## config.mk

```make
export PLATFORM = sky130hd
export DESIGN_NAME = mux81_rr_sched
export DESIGN_NICKNAME = d
export VERILOG_FILES = /design/src/rtl/mux81_rr_sched.sv
export SDC_FILE = /design/constraint.sdc
export NUM_CORES = 1
export LEC_CHECK = 0
export ABC_CLOCK_PERIOD_IN_PS = 4600
export CAP_MARGIN = 20
export CORE_ASPECT_RATIO = 1.25
export CORE_UTILIZATION = 50
export CTS_CLUSTER_SIZE = 16
export DETAILED_ROUTE_END_ITERATION = 8
export PLACE_DENSITY = 0.72
export SYNTH_ARGS = -nofsm -noshare
export SYNTH_HDL_FRONTEND = slang
export SYNTH_SLANG_ARGS = --single-unit
export TNS_END_PERCENT = 5
```

## constraint.sdc

```tcl
create_clock -name CK -period 4.6 [get_ports CK]
set_input_delay 0.46 -clock CK [delete_from_list [all_inputs] [get_ports CK]]
set_output_delay 0.46 -clock CK [all_outputs]
set_load 0.005 [all_outputs]
```

## src/rtl/mux81_rr_sched.sv

```systemverilog
// Round-robin owner scheduler for a shared 8:1 mux: registered select/grant,
// optional hold timeout and a turnaround gap between owners.
module mux81_rr_sched #(
  parameter int unsigned MAX_HOLD   = 16,
  parameter int unsigned GAP_CYCLES = 1
) (
  input  logic       CK,
  input  logic       CDN,
  input  logic [7:0] REQ,
  output logic [7:0] GNT,
  output logic [2:0] SEL,
  output logic       VLD,
  output logic       TOUT
);
  localparam logic [7:0] MAX_HOLD_C = 8'(MAX_HOLD);
  localparam logic [3:0] GAP_C      = 4'(GAP_CYCLES);

  typedef enum logic [1:0] {IDLE, BUSY, GAP} state_t;

  state_t     state_q, state_d;
  logic [7:0] gnt_q, gnt_d;
  logic [2:0] sel_q, sel_d;
  logic       vld_q, vld_d;
  logic       tout_q, tout_d;
  logic [2:0] ptr_q, ptr_d;
  logic [7:0] hold_q, hold_d;
  logic [3:0] gap_q, gap_d;

  logic       win_found;
  logic [2:0] win_idx;
  logic [2:0] scan_idx;
  logic       timeout;

  // First asserted request scanning upward from the priority pointer.
  always_comb begin
    win_found = 1'b0;
    win_idx   = ptr_q;
    scan_idx  = ptr_q;
    for (int i = 0; i < 8; i++) begin
      scan_idx = ptr_q + 3'(i);
      if (!win_found && (REQ[scan_idx] === 1'b1)) begin
        win_found = 1'b1;
        win_idx   = scan_idx;
      end
    end
  end

  assign timeout = (MAX_HOLD_C != 8'd0) && (hold_q == MAX_HOLD_C);

  always_comb begin
    state_d = state_q;
    gnt_d   = gnt_q;
    sel_d   = sel_q;
    vld_d   = vld_q;
    tout_d  = 1'b0;
    ptr_d   = ptr_q;
    hold_d  = hold_q;
    gap_d   = gap_q;
    case (state_q)
      IDLE: begin
        if (win_found) begin
          gnt_d   = 8'b1 << win_idx;
          sel_d   = win_idx;
          vld_d   = 1'b1;
          hold_d  = 8'd1;
          state_d = BUSY;
        end
      end
      BUSY: begin
        // Timeout wins over a same-cycle request drop so TOUT still pulses.
        if (timeout || (REQ[sel_q] !== 1'b1)) begin
          gnt_d  = 8'd0;
          vld_d  = 1'b0;
          tout_d = timeout;
          ptr_d  = sel_q + 3'd1;
          hold_d = 8'd0;
          gap_d  = GAP_C;
          state_d = (GAP_C == 4'd0) ? IDLE : GAP;
        end else if (hold_q != 8'hFF) begin
          hold_d = hold_q + 8'd1;
        end
      end
      GAP: begin
        if (gap_q == 4'd0) state_d = IDLE;
        else               gap_d   = gap_q - 4'd1;
      end
      default: state_d = IDLE;
    endcase
  end

  always_ff @(posedge CK or negedge CDN) begin
    if (!CDN) begin
      state_q <= IDLE;
      gnt_q   <= 8'd0;
      sel_q   <= 3'd0;
      vld_q   <= 1'b0;
      tout_q  <= 1'b0;
      ptr_q   <= 3'd0;
      hold_q  <= 8'd0;
      gap_q   <= 4'd0;
    end else begin
      state_q <= state_d;
      gnt_q   <= gnt_d;
      sel_q   <= sel_d;
      vld_q   <= vld_d;
      tout_q  <= tout_d;
      ptr_q   <= ptr_d;
      hold_q  <= hold_d;
      gap_q   <= gap_d;
    end
  end

  assign GNT  = gnt_q;
  assign SEL  = sel_q;
  assign VLD  = vld_q;
  assign TOUT = tout_q;
endmodule

```

==> results of run 1 <==
==> state kept, by name, summed over array words and instances (netlist names) <==
signal	flops
VLD	1
hold_q	8
ptr_q	3
state_q	2
gap_q	4
GNT	8
TOUT	1
SEL	3
==> per-stage QoR <==
stage / power (mW) / cell area [um^2] / utilization [%] / hold WS, ns
2_1_floorplan: 1.52 / 2220 / - / 0.164
3_3_place_gp: 1.89 / 2530 / 60.7 / 0.469
3_5_place_dp: 1.91 / 2530 / 60.7 / 0.475
4_1_cts: 2.14 / 2620 / 63.0 / 0.490
5_1_grt: 2.33 / 2620 / 63.0 / 0.500
6_report: 2.14 / 2620 / 63.0 / 0.485
==> layout by cell type, fill, tap and decap left out, types with 3 or more instances in the layout <==
cell | Yosys | final
nand4_1 | 6 | 6
inv_1 | 10 | 10
nor2_1 | 18 | 18
o22ai_1 | 3 | 3
or3_1 | 3 | 3
clkdlybuf4s50_1 | 0 | 22
dfrtp_1 | 30 | 30
o21ai_0 | 4 | 4
nand2b_1 | 5 | 5
a21oi_1 | 9 | 9
o21ai_1 | 10 | 10
buf_4 | 1 | 7
nor3_1 | 8 | 8
xor2_1 | 9 | 9
mux2_2 | 3 | 3
nand3b_1 | 3 | 3
a22o_1 | 3 | 3
nand2_1 | 20 | 20
mux2i_1 | 6 | 6
mux4_2 | 12 | 12
clkbuf_8 | 0 | 6
ha_1 | 6 | 6
xnor2_1 | 4 | 4
nor2b_1 | 7 | 7
and3_1 | 3 | 3
mux2_1 | 4 | 4
==> logic make-up after synthesis <==
kind of cell / share of synthesized area, %
simple gates: 20.6
compound gates: 15.4
flops: 33.8
mux: 18.4
buf+inv: 3.27
xor+xnor: 5.13
fa+ha+maj: 3.38
==> power by group <==
| part | internal, mW | switching (mW) |
|---|---|---|
| sequential | 0.343 | 0.0942 |
| combinational | 0.667 | 0.811 |
| clock | 0.120 | 0.103 |
| total | 1.13 | 1.01 |
==> final cells by class <==
type / count / share of cell area (%)
multi-input combinational: 180 / 53.3
inverter: 10 / 1.43
clock buffer: 6 / 3.15
sequential: 30 / 28.6
clock inverter: 2 / 0.477
tap: 56 / 2.67
timing repair buffer: 29 / 10.4
==> metal layers <==
metal	GRT usage (%)	vias to the layer above	share of wire (%)	wire length [um]
met2	36.1	49	51	2430
met4	7.78	0	1.8	87
li1	-	912	-	-
met1	29.9	913	43	2050
met3	4.41	8	3.3	157
met5	0	-	0	0
==> critical path: cells and delay by family (launching register included) <==
kind,cells,cell delay [ns]
simple gates,3,1.38
mux,2,0.91
fa+ha+maj,1,0.40
flops,1,0.35
xor+xnor,1,0.28
compound gates,2,0.27
buf+inv,1,0.09
==> worst min path at each step <==
stage | start | end | slack (ns)
4_1_cts | GNT[5]$_DFFE_PN0P_ | GNT[5]$_DFFE_PN0P_ | 0.49
3_3_place_gp | GNT[0]$_DFFE_PN0P_ | GNT[0]$_DFFE_PN0P_ | 0.47
2_1_floorplan | CDN | GNT[0]$_DFFE_PN0P_ | 0.16
5_1_grt | GNT[6]$_DFFE_PN0P_ | GNT[6]$_DFFE_PN0P_ | 0.50
3_5_place_dp | GNT[5]$_DFFE_PN0P_ | GNT[5]$_DFFE_PN0P_ | 0.48
6_report | GNT[5]$_DFFE_PN0P_ | GNT[5]$_DFFE_PN0P_ | 0.48
==> results.md, run 1 <==
- Post-synth ARST share: between 90% and 100%
- Slew @ Worst Pin: roughly 0.76 ns
- # nets final: ~270
- First-pass GRT wire length: 8.20 mm
- Register area: between 700 and 800 um^2
- R2r endpoint: GNT[1]$_DFFE_PN0P_
- Worst Path Class, Setup: register to register
- Most used DFF post-synth: dfrtp_1
- Vias in the first global route: roughly 1800
- Worst path cell trace: inv_1, ha_1, mux2_1, mux4_2, or4_4, or3b_4, o211ai_2, xnor2_1, or3b_1, o21ai_1
- # fillers: 379
- Most instantiated library cell after synthesis: dfrtp_1
- Min Clock Period, post-route: around 3.8 ns
- Syn_nets: 244
- LEAKAGE: about 1.1 nW
- Max cap viols: 0
- First-pass DRT Iterations: 4
- DRT iter0 DRCs: between 70 and 80
- Gpl congestion: slightly above 0.9
- Clock latency on the worst-skew pair: 0.29 ns
- Hold bufs inserted after CTS: 0
- P per Cell Area: approximately 810 mW/mm^2
- Die X: between 60 and 70 um
- Achievable frequency: roughly 270 MHz
- RSZ-0062 raised after global routing: false
- Chip Height: 76.5 um
- Startpoint Class: register
- Yosys top cell area share: approximately 34%
- Setup ws final: between 0.8 and 0.9 ns
- P&R area growth vs syn: 18.1%
- Hold Crit Class: register to register
- ANT nets after route: 0
- Post-synthesis sequential area ratio: between 30% and 40%
- Non-filler instance count after layout: approximately 310
- Deepest clock path buffer count: 2
- Post-CTS resize count: 0
- Hold depth: 2
- Worst R2R Path Depth: 10
- Maximum VDD drop: between 0.0004 and 0.0005 V
- Initial antenna violation count: 0
- Final wirelength: 4.72 mm
- Library cells used by synthesis: 52
- Clock Skews: just over 0.007 ns
- Final setup vio count: 0
- Die area: ~0.0047 mm^2
- Worst Path Arrival: a little under 4 ns
- Final slew viol count: 0
- Core Area: roughly 0.0042 mm^2
- GRT Residual Overflow: 0
- Hold Fails Final Rpt: 0
- Clock slew at reported path FFs: approximately 0.07 ns
- Placed insts: around 310
- PortBufs: 22
- Total CTS buffers: 5
- Slew margin rel.: around half
- Syn Std Cell Area: approximately 0.0022 mm^2
- Synth cell count leaders: dfrtp_1 (30), nand2_1 (20), nor2_1 (18)
- Sink Count: 30
- Area occupied by multi-input gates: 0.00140 mm^2
- R2r setup slk: approximately 0.85 ns
- Largest net degree at the start of global routing: 31
- Dpl hpwl: 3.52 mm
- Synth top area cells: dfrtp_1 (34%), mux4_2 (12%), xor2_1 (3.5%)
- CP max stage cell: or4_4
- Critical path peak fanout: 8
- Dominant cell type by area after synthesis: dfrtp_1
- Required time of the critical path: ~4.8 ns
- Tcrit/Tclk final: approximately four fifths
- DR vias: about 1900
- Vias per cell: between 6 and 7
- Setup bufs post-CTS: 0
- Synth warnings: 0
- Total GRT Usage: between 20% and 30%
- CTS root buffer: clkbuf_8
- Diodes inserted: 0
- Setup_tns: 0 ns
- Crit end category: register
- Status: complete, no violations
- Wirelength per Cell: around 15 um
- Starting Density: between 50% and 60%
- H-tree depth: 2
- CTS tree: built
- Row cnt: 26
- Flops & latches, synth: 30
- Critical register-to-register path startpoint: ptr_q[1]$_DFFE_PN0P_
- Avg Cell Area, Syn: 9.74 um^2
- Layout cell share with drive strength beyond 1: a little over an eighth
- Pre-CTS setup slack: 0.749 ns
- Crit-path max cell delay: 0.58 ns
- I/O pin count: 23
- Number of flops mapped to enable cells by yosys: 0
- Post-Synthesis Cells: between 200 and 250
- CP startpoint: ptr_q[1]$_DFFE_PN0P_
- Remaining routing DRC violations: 0
- Worst setup path end: GNT[1]$_DFFE_PN0P_
Note: power is estimated with default switching activity, not from simulation.
==> run 2, diff against run 1 <==
--- a/config.mk
+++ b/config.mk
@@ -5,13 +5,13 @@
 export SDC_FILE = /design/constraint.sdc
 export NUM_CORES = 1
 export LEC_CHECK = 0
-export ABC_CLOCK_PERIOD_IN_PS = 4600
+export ABC_CLOCK_PERIOD_IN_PS = 3300
 export CAP_MARGIN = 20
 export CORE_ASPECT_RATIO = 1.25
 export CORE_UTILIZATION = 50
 export CTS_CLUSTER_SIZE = 16
 export DETAILED_ROUTE_END_ITERATION = 8
-export PLACE_DENSITY = 0.72
+export PLACE_DENSITY = 0.74
 export SYNTH_ARGS = -nofsm -noshare
 export SYNTH_HDL_FRONTEND = slang
 export SYNTH_SLANG_ARGS = --single-unit
==> constraint.sdc (replaced) <==
create_clock -name CK -period 3.3 [get_ports CK]
set_input_delay 0.33 -clock CK [delete_from_list [all_inputs] [get_ports CK]]
set_output_delay 0.33 -clock CK [all_outputs]
set_load 0.005 [all_outputs]
==> results.md, run 2 (synthesized netlist as in run 1, its figures left out) <==
- Total GRT Usage: a little over a quarter
- Most frequent cells in the layout: buf_4 (46), dfrtp_1 (30), clkdlybuf4s50_1 (22)
- CP max stage cell: or4_4
- PortBufs: 22
- Power share of the clock group: under 10%
- Worst Path Arrival: approximately 3.7 ns
- Required time of the critical path: ~3.5 ns
- Critical path peak fanout: 8
- Power Total: about 3.6 mW
- CTS root buffer: clkbuf_8
- Diodes inserted: 0
- Placed insts: between 300 and 400
- Tcrit/Tclk final: 104%
- Comb power frac: roughly 75%
- Total CTS buffers: 5
- Status: finished, violations left
- Deepest clock path buffer count: 2
- Worst Path Class, Setup: register to register
- Clock latency on the worst-skew pair: 0.28 ns
- Die area: around 0.0047 mm^2
- Chip Height: between 70 and 80 um
- Gpl congestion: between 0.9 and 1
- Final wirelength: between 5 and 6 mm
- Largest net degree at the start of global routing: 31
- Hold bufs inserted after CTS: 0
- Top routing layer used: met4
- DR vias: a little over 2000
- Switching power: between 1.5 and 2 mW
- Area of placed instances: 0.00284 mm^2
- Slew @ Worst Pin: 0.435 ns
- Clock slew at reported path FFs: around 0.07 ns
- Final slew viol count: 0
- Buf/Inv on CP: 1
- Min Clock Period, post-route: between 3 and 4 ns
- ANT nets after route: 0
- Dpl hpwl: around 4.2 mm
- Crit end category: register
- Final setup vio count: 7
- # fillers: approximately 340
- GRT Residual Overflow: 0
- M1 wire length: between 2 and 2.5 mm
- Pre-CTS setup slack: -0.231 ns
- Achievable frequency: 291 MHz
- Seq pwr share: about 17%
- Setup_tns: -0.487 ns
- Met3 WL: 213 um
- Maximum VDD drop: 0.000721 V
- Kind of cell adding the most delay to the critical path: simple AND/OR/NAND/NOR gates
- Final instance area: 0.00298 mm^2
- Crit-path max cell delay: roughly 0.50 ns
- RSZ-0062 raised after global routing: true
- Max cap viols: 0
- Core Area: 0.00416 mm^2
- Initial antenna violation count: 0
- Most common cell after layout, fill and taps aside: buf_4
- Internal: just over 2 mW
- Clock Skews: ~0.0074 ns
- LEAKAGE: approximately 1.3 nW
- CTS tree: built
- Worst R2R Path Depth: 10
- Failing checks: setup timing
- Hold Fails Final Rpt: 0
- First-pass DRT Iterations: 4
- First-pass GRT wire length: 9.16 mm
- Layout cell share with drive strength beyond 1: around 28%
- Wirelength per Cell: between 15 and 20 um
- Remaining routing DRC violations: 0
- Final Util: 71.6%
- Critical register-to-register path startpoint: ptr_q[0]$_DFFE_PN0P_
- # nets final: around 310
- H-tree depth: 2
- Sw Share: roughly 44%
- Worst path cell trace: inv_4, ha_4, mux2_4, mux4_2, or4_4, or3b_4, o211ai_2, xnor2_2, or3b_1, o21ai_1
- Setup ws final: -0.133 ns
- Die X: 61.6 um
- Metal2 WL: 2.94 mm
- Startpoint Class: register
- Hold_ws: between 0.4 and 0.5 ns
- R2r endpoint: GNT[1]$_DFFE_PN0P_
- Non-filler instance count after layout: 352
- Vias per cell: 5.86
- P&R area growth vs syn: 34.2%
- P per Cell Area: 1220 mW/mm^2
- I/O pin count: 23
- Vias in the first global route: ~2000
- R2r setup slk: -0.13 ns
- Hold Crit Class: input port to async pin
- DRT iter0 DRCs: 102
- Starting Density: 53.3%
- Sink Count: 30
- Slew margin rel.: between 70% and 80%
- Row cnt: 26
==> run 2: power groups by stage <==
stage | clock network [mW] | logic (mW) | registers (mW)
global route | 0.329 | 2.96 | 0.619
detailed placement | 0 | 2.58 | 0.606
global placement | 0 | 2.52 | 0.599
finish | 0.301 | 2.73 | 0.601
floorplan | 0 | 1.65 | 0.574
CTS | 0.310 | 2.66 | 0.599
==> run 2: worst max-delay path by stage <==
stage,slack (ns),cells after the start,to,from
6_report,-0.13,10,GNT[1]$_DFFE_PN0P_,ptr_q[0]$_DFFE_PN0P_
3_3_place_gp,-0.14,10,GNT[1]$_DFFE_PN0P_,ptr_q[0]$_DFFE_PN0P_
2_1_floorplan,-0.42,12,GNT[1]$_DFFE_PN0P_,ptr_q[0]$_DFFE_PN0P_
3_5_place_dp,-0.23,10,GNT[1]$_DFFE_PN0P_,ptr_q[0]$_DFFE_PN0P_
4_1_cts,-0.12,10,GNT[1]$_DFFE_PN0P_,ptr_q[0]$_DFFE_PN0P_
5_1_grt,-0.25,10,GNT[1]$_DFFE_PN0P_,ptr_q[1]$_DFFE_PN0P_
==> run 2: area by class of cell <==
cell class | count | area, um^2 | area share [%]
multi-input cells | 180 | 1460 | 49.1
flip-flops and latches | 30 | 751 | 25.2
repair buffers | 68 | 566 | 19.0
clock buffers | 7 | 86.3 | 2.90
well taps | 56 | 70.1 | 2.35
inverters | 10 | 40.0 | 1.34
clock inverters | 1 | 5.00 | 0.168
==> run 2: routing by layer <==
layer / vias to the layer above / global-route usage, %
met5: - / 0
met4: 0 / 16.0
met3: 19 / 4.58
met2: 54 / 43.0
met1: 998 / 32.1
li1: 990 / -
==> run 2: repair_timing <==
action,in CTS,in global routing
setup endpoints to repair,13,17
pin swaps,5,1
buffers inserted,3,0
gates resized for setup,1,4
==> run 3, diff against run 2 <==
--- a/config.mk
+++ b/config.mk
@@ -8,10 +8,12 @@
 export ABC_CLOCK_PERIOD_IN_PS = 3300
 export CAP_MARGIN = 20
 export CORE_ASPECT_RATIO = 1.25
+export CORE_MARGIN = 2
 export CORE_UTILIZATION = 50
 export CTS_CLUSTER_SIZE = 16
 export DETAILED_ROUTE_END_ITERATION = 8
 export PLACE_DENSITY = 0.74
+export REMOVE_ABC_BUFFERS = 1
 export SYNTH_ARGS = -nofsm -noshare
 export SYNTH_HDL_FRONTEND = slang
 export SYNTH_SLANG_ARGS = --single-unit
==> results.md, run 3 (synthesized netlist as in run 1, its figures left out) <==
- Final setup vio count: 9
- Row cnt: 27
- Clock Skews: between 0.004 and 0.005 ns
- DRT iter0 DRCs: 128
- Startpoint Class: register
- RSZ-0062 raised after global routing: true
- Most frequent cells in the layout: buf_4 (40), dfrtp_1 (30), clkdlybuf4s50_1 (22)
- # fillers: approximately 340
- H-tree depth: 2
- Remaining routing DRC violations: 0
- Hold Crit Class: input port to async pin
- Vias in the first global route: 2096
- Wirelength per Cell: between 15 and 20 um
- Gpl congestion: 0.971
- Hold_ws: ~0.43 ns
- Final wirelength: between 5 and 6 mm
- Slew @ Worst Pin: approximately 0.45 ns
- Largest net degree at the start of global routing: 31
- Core Area: roughly 0.0043 mm^2
- Die area: approximately 0.005 mm^2
- CTS root buffer: clkbuf_8
- Deepest clock path buffer count: 2
- Worst R2R Path Depth: 10
- Failing checks: setup timing
- Crit end category: register
- Dpl hpwl: 3.94 mm
- Worst Path Class, Setup: register to register
- Clock latency on the worst-skew pair: 0.29 ns
- Clock slew at reported path FFs: about 0.060 ns
- Layout cell share with drive strength beyond 1: between 20% and 30%
- Worst Path Arrival: between 3 and 4 ns
- Tcrit/Tclk final: 103%
- P per Cell Area: ~1200 mW/mm^2
- Critical path peak fanout: 6
- Starting Density: 51.4%
- Most common cell after layout, fill and taps aside: buf_4
- CTS tree: built
- CP max stage cell: or4_4
- GRT Residual Overflow: 0
- LEAKAGE: around 1.3 nW
- ANT nets after route: 0
- Final slew viol count: 0
- I/O pin count: 23
- Max cap viols: 0
- Die X: 63.6 um
- Total GRT Usage: between 20% and 30%
- Sink Count: 30
- Hold Fails Final Rpt: 0
- Vias per cell: roughly 6
- Hold bufs inserted after CTS: 0
- # nets final: roughly 310
- Maximum VDD drop: between 0.0009 and 0.001 V
- Slew margin rel.: 70.0%
- First-pass GRT wire length: around 9.9 mm
- Power Total: about 3.7 mW
- First-pass DRT Iterations: 4
- PortBufs: 22
- DR vias: around 2100
- Min Clock Period, post-route: between 3 and 4 ns
- Setup ws final: -0.105 ns
- Worst path cell trace: inv_2, ha_4, mux2_4, mux4_2, or4_4, or3b_4, o211ai_4, xnor2_4, or3b_1, o21ai_1
- P&R area growth vs syn: 35.5%
- Initial antenna violation count: 0
- Diodes inserted: 0
- Status: finished, violations left
- Required time of the critical path: 3.52 ns
- Achievable frequency: 294 MHz
- Crit-path max cell delay: around 0.53 ns
- Chip Height: between 70 and 80 um
- Total CTS buffers: 5
## run 3: cell types whose count changed in the layout (fill, tap and decap cells not counted), moves of 2 or more
cell / delta
inv_2: +2
clkbuf_8: +2
buf_4: -6
nor2_1: -2
## run 3: worst paths after layout
kind,from,end,slack (ns)
worst min-delay path,CDN,hold_q[1]$_DFFE_PN0P_,0.43
max in group asynchronous,CDN,ptr_q[1]$_DFFE_PN0P_,2.59
worst max-delay path,ptr_q[0]$_DFFE_PN0P_,GNT[1]$_DFFE_PN0P_,-0.10
min in group CK,GNT[4]$_DFFE_PN0P_,GNT[4]$_DFFE_PN0P_,0.49
worst min register to register,GNT[4]$_DFFE_PN0P_,GNT[4]$_DFFE_PN0P_,0.49
worst max register to register,ptr_q[0]$_DFFE_PN0P_,GNT[1]$_DFFE_PN0P_,-0.10
## run 3: where the power goes
| group | total [mW] | switching [mW] | internal, mW |
|---|---|---|---|
| Sequential | 0.609 | 0.131 | 0.478 |
| Combinational | 2.79 | 1.40 | 1.40 |
| Clock | 0.346 | 0.136 | 0.210 |
## run 3: metrics by stage
stage	instances	area (um^2)	setup TNS [ns]	setup WS (ns)	utilization, %
after floorplan	220	2190	-16.18	-0.991	-
after global placement	335	2740	-0.993	-0.187	63.4
after detailed placement	335	2740	-1.97	-0.278	63.4
after CTS	348	2940	-0.468	-0.107	67.9
after global routing	349	3010	-1.60	-0.256	69.6
final	349	3010	-0.464	-0.105	69.6
## run 3: area by class of cell
class	count	area (um^2)	area share, %
inverter	10	37.5	1.25
tap	58	72.6	2.41
sequential	30	751	24.9
clock buffer	8	110	3.66
timing repair buffer	63	532	17.7
multi-input combinational	180	1510	50.1
## run 3: critical path, delay by kind of cell (launching register included)
| family | cells | cell delay, ns |
|---|---|---|
| adder cells (fa/ha/maj) | 1 | 0.31 |
| multiplexers | 2 | 0.79 |
| flip-flops | 1 | 0.36 |
| XOR/XNOR | 1 | 0.17 |
| AND/OR/NAND/NOR | 3 | 1.30 |
| buffers and inverters | 1 | 0.06 |
| AO/OA/AOI/OAI | 2 | 0.33 |
## run 3: what timing repair did
| action | CTS | global route |
|---|---|---|
| gates resized for setup | 12 | 11 |
| setup buffers | 5 | 1 |
| pin swaps | 7 | 5 |
| setup endpoints to repair | 17 | 19 |
## run 3: layer usage
| layer | vias up | share of wire, % | track usage, % |
|---|---|---|---|
| met3 | 14 | 5.2 | 5.30 |
| met4 | 0 | 2.1 | 10.9 |
| met5 | - | 0 | 0 |
| met1 | 1029 | 38 | 30.1 |
| li1 | 977 | - | - |
| met2 | 78 | 55 | 44.1 |
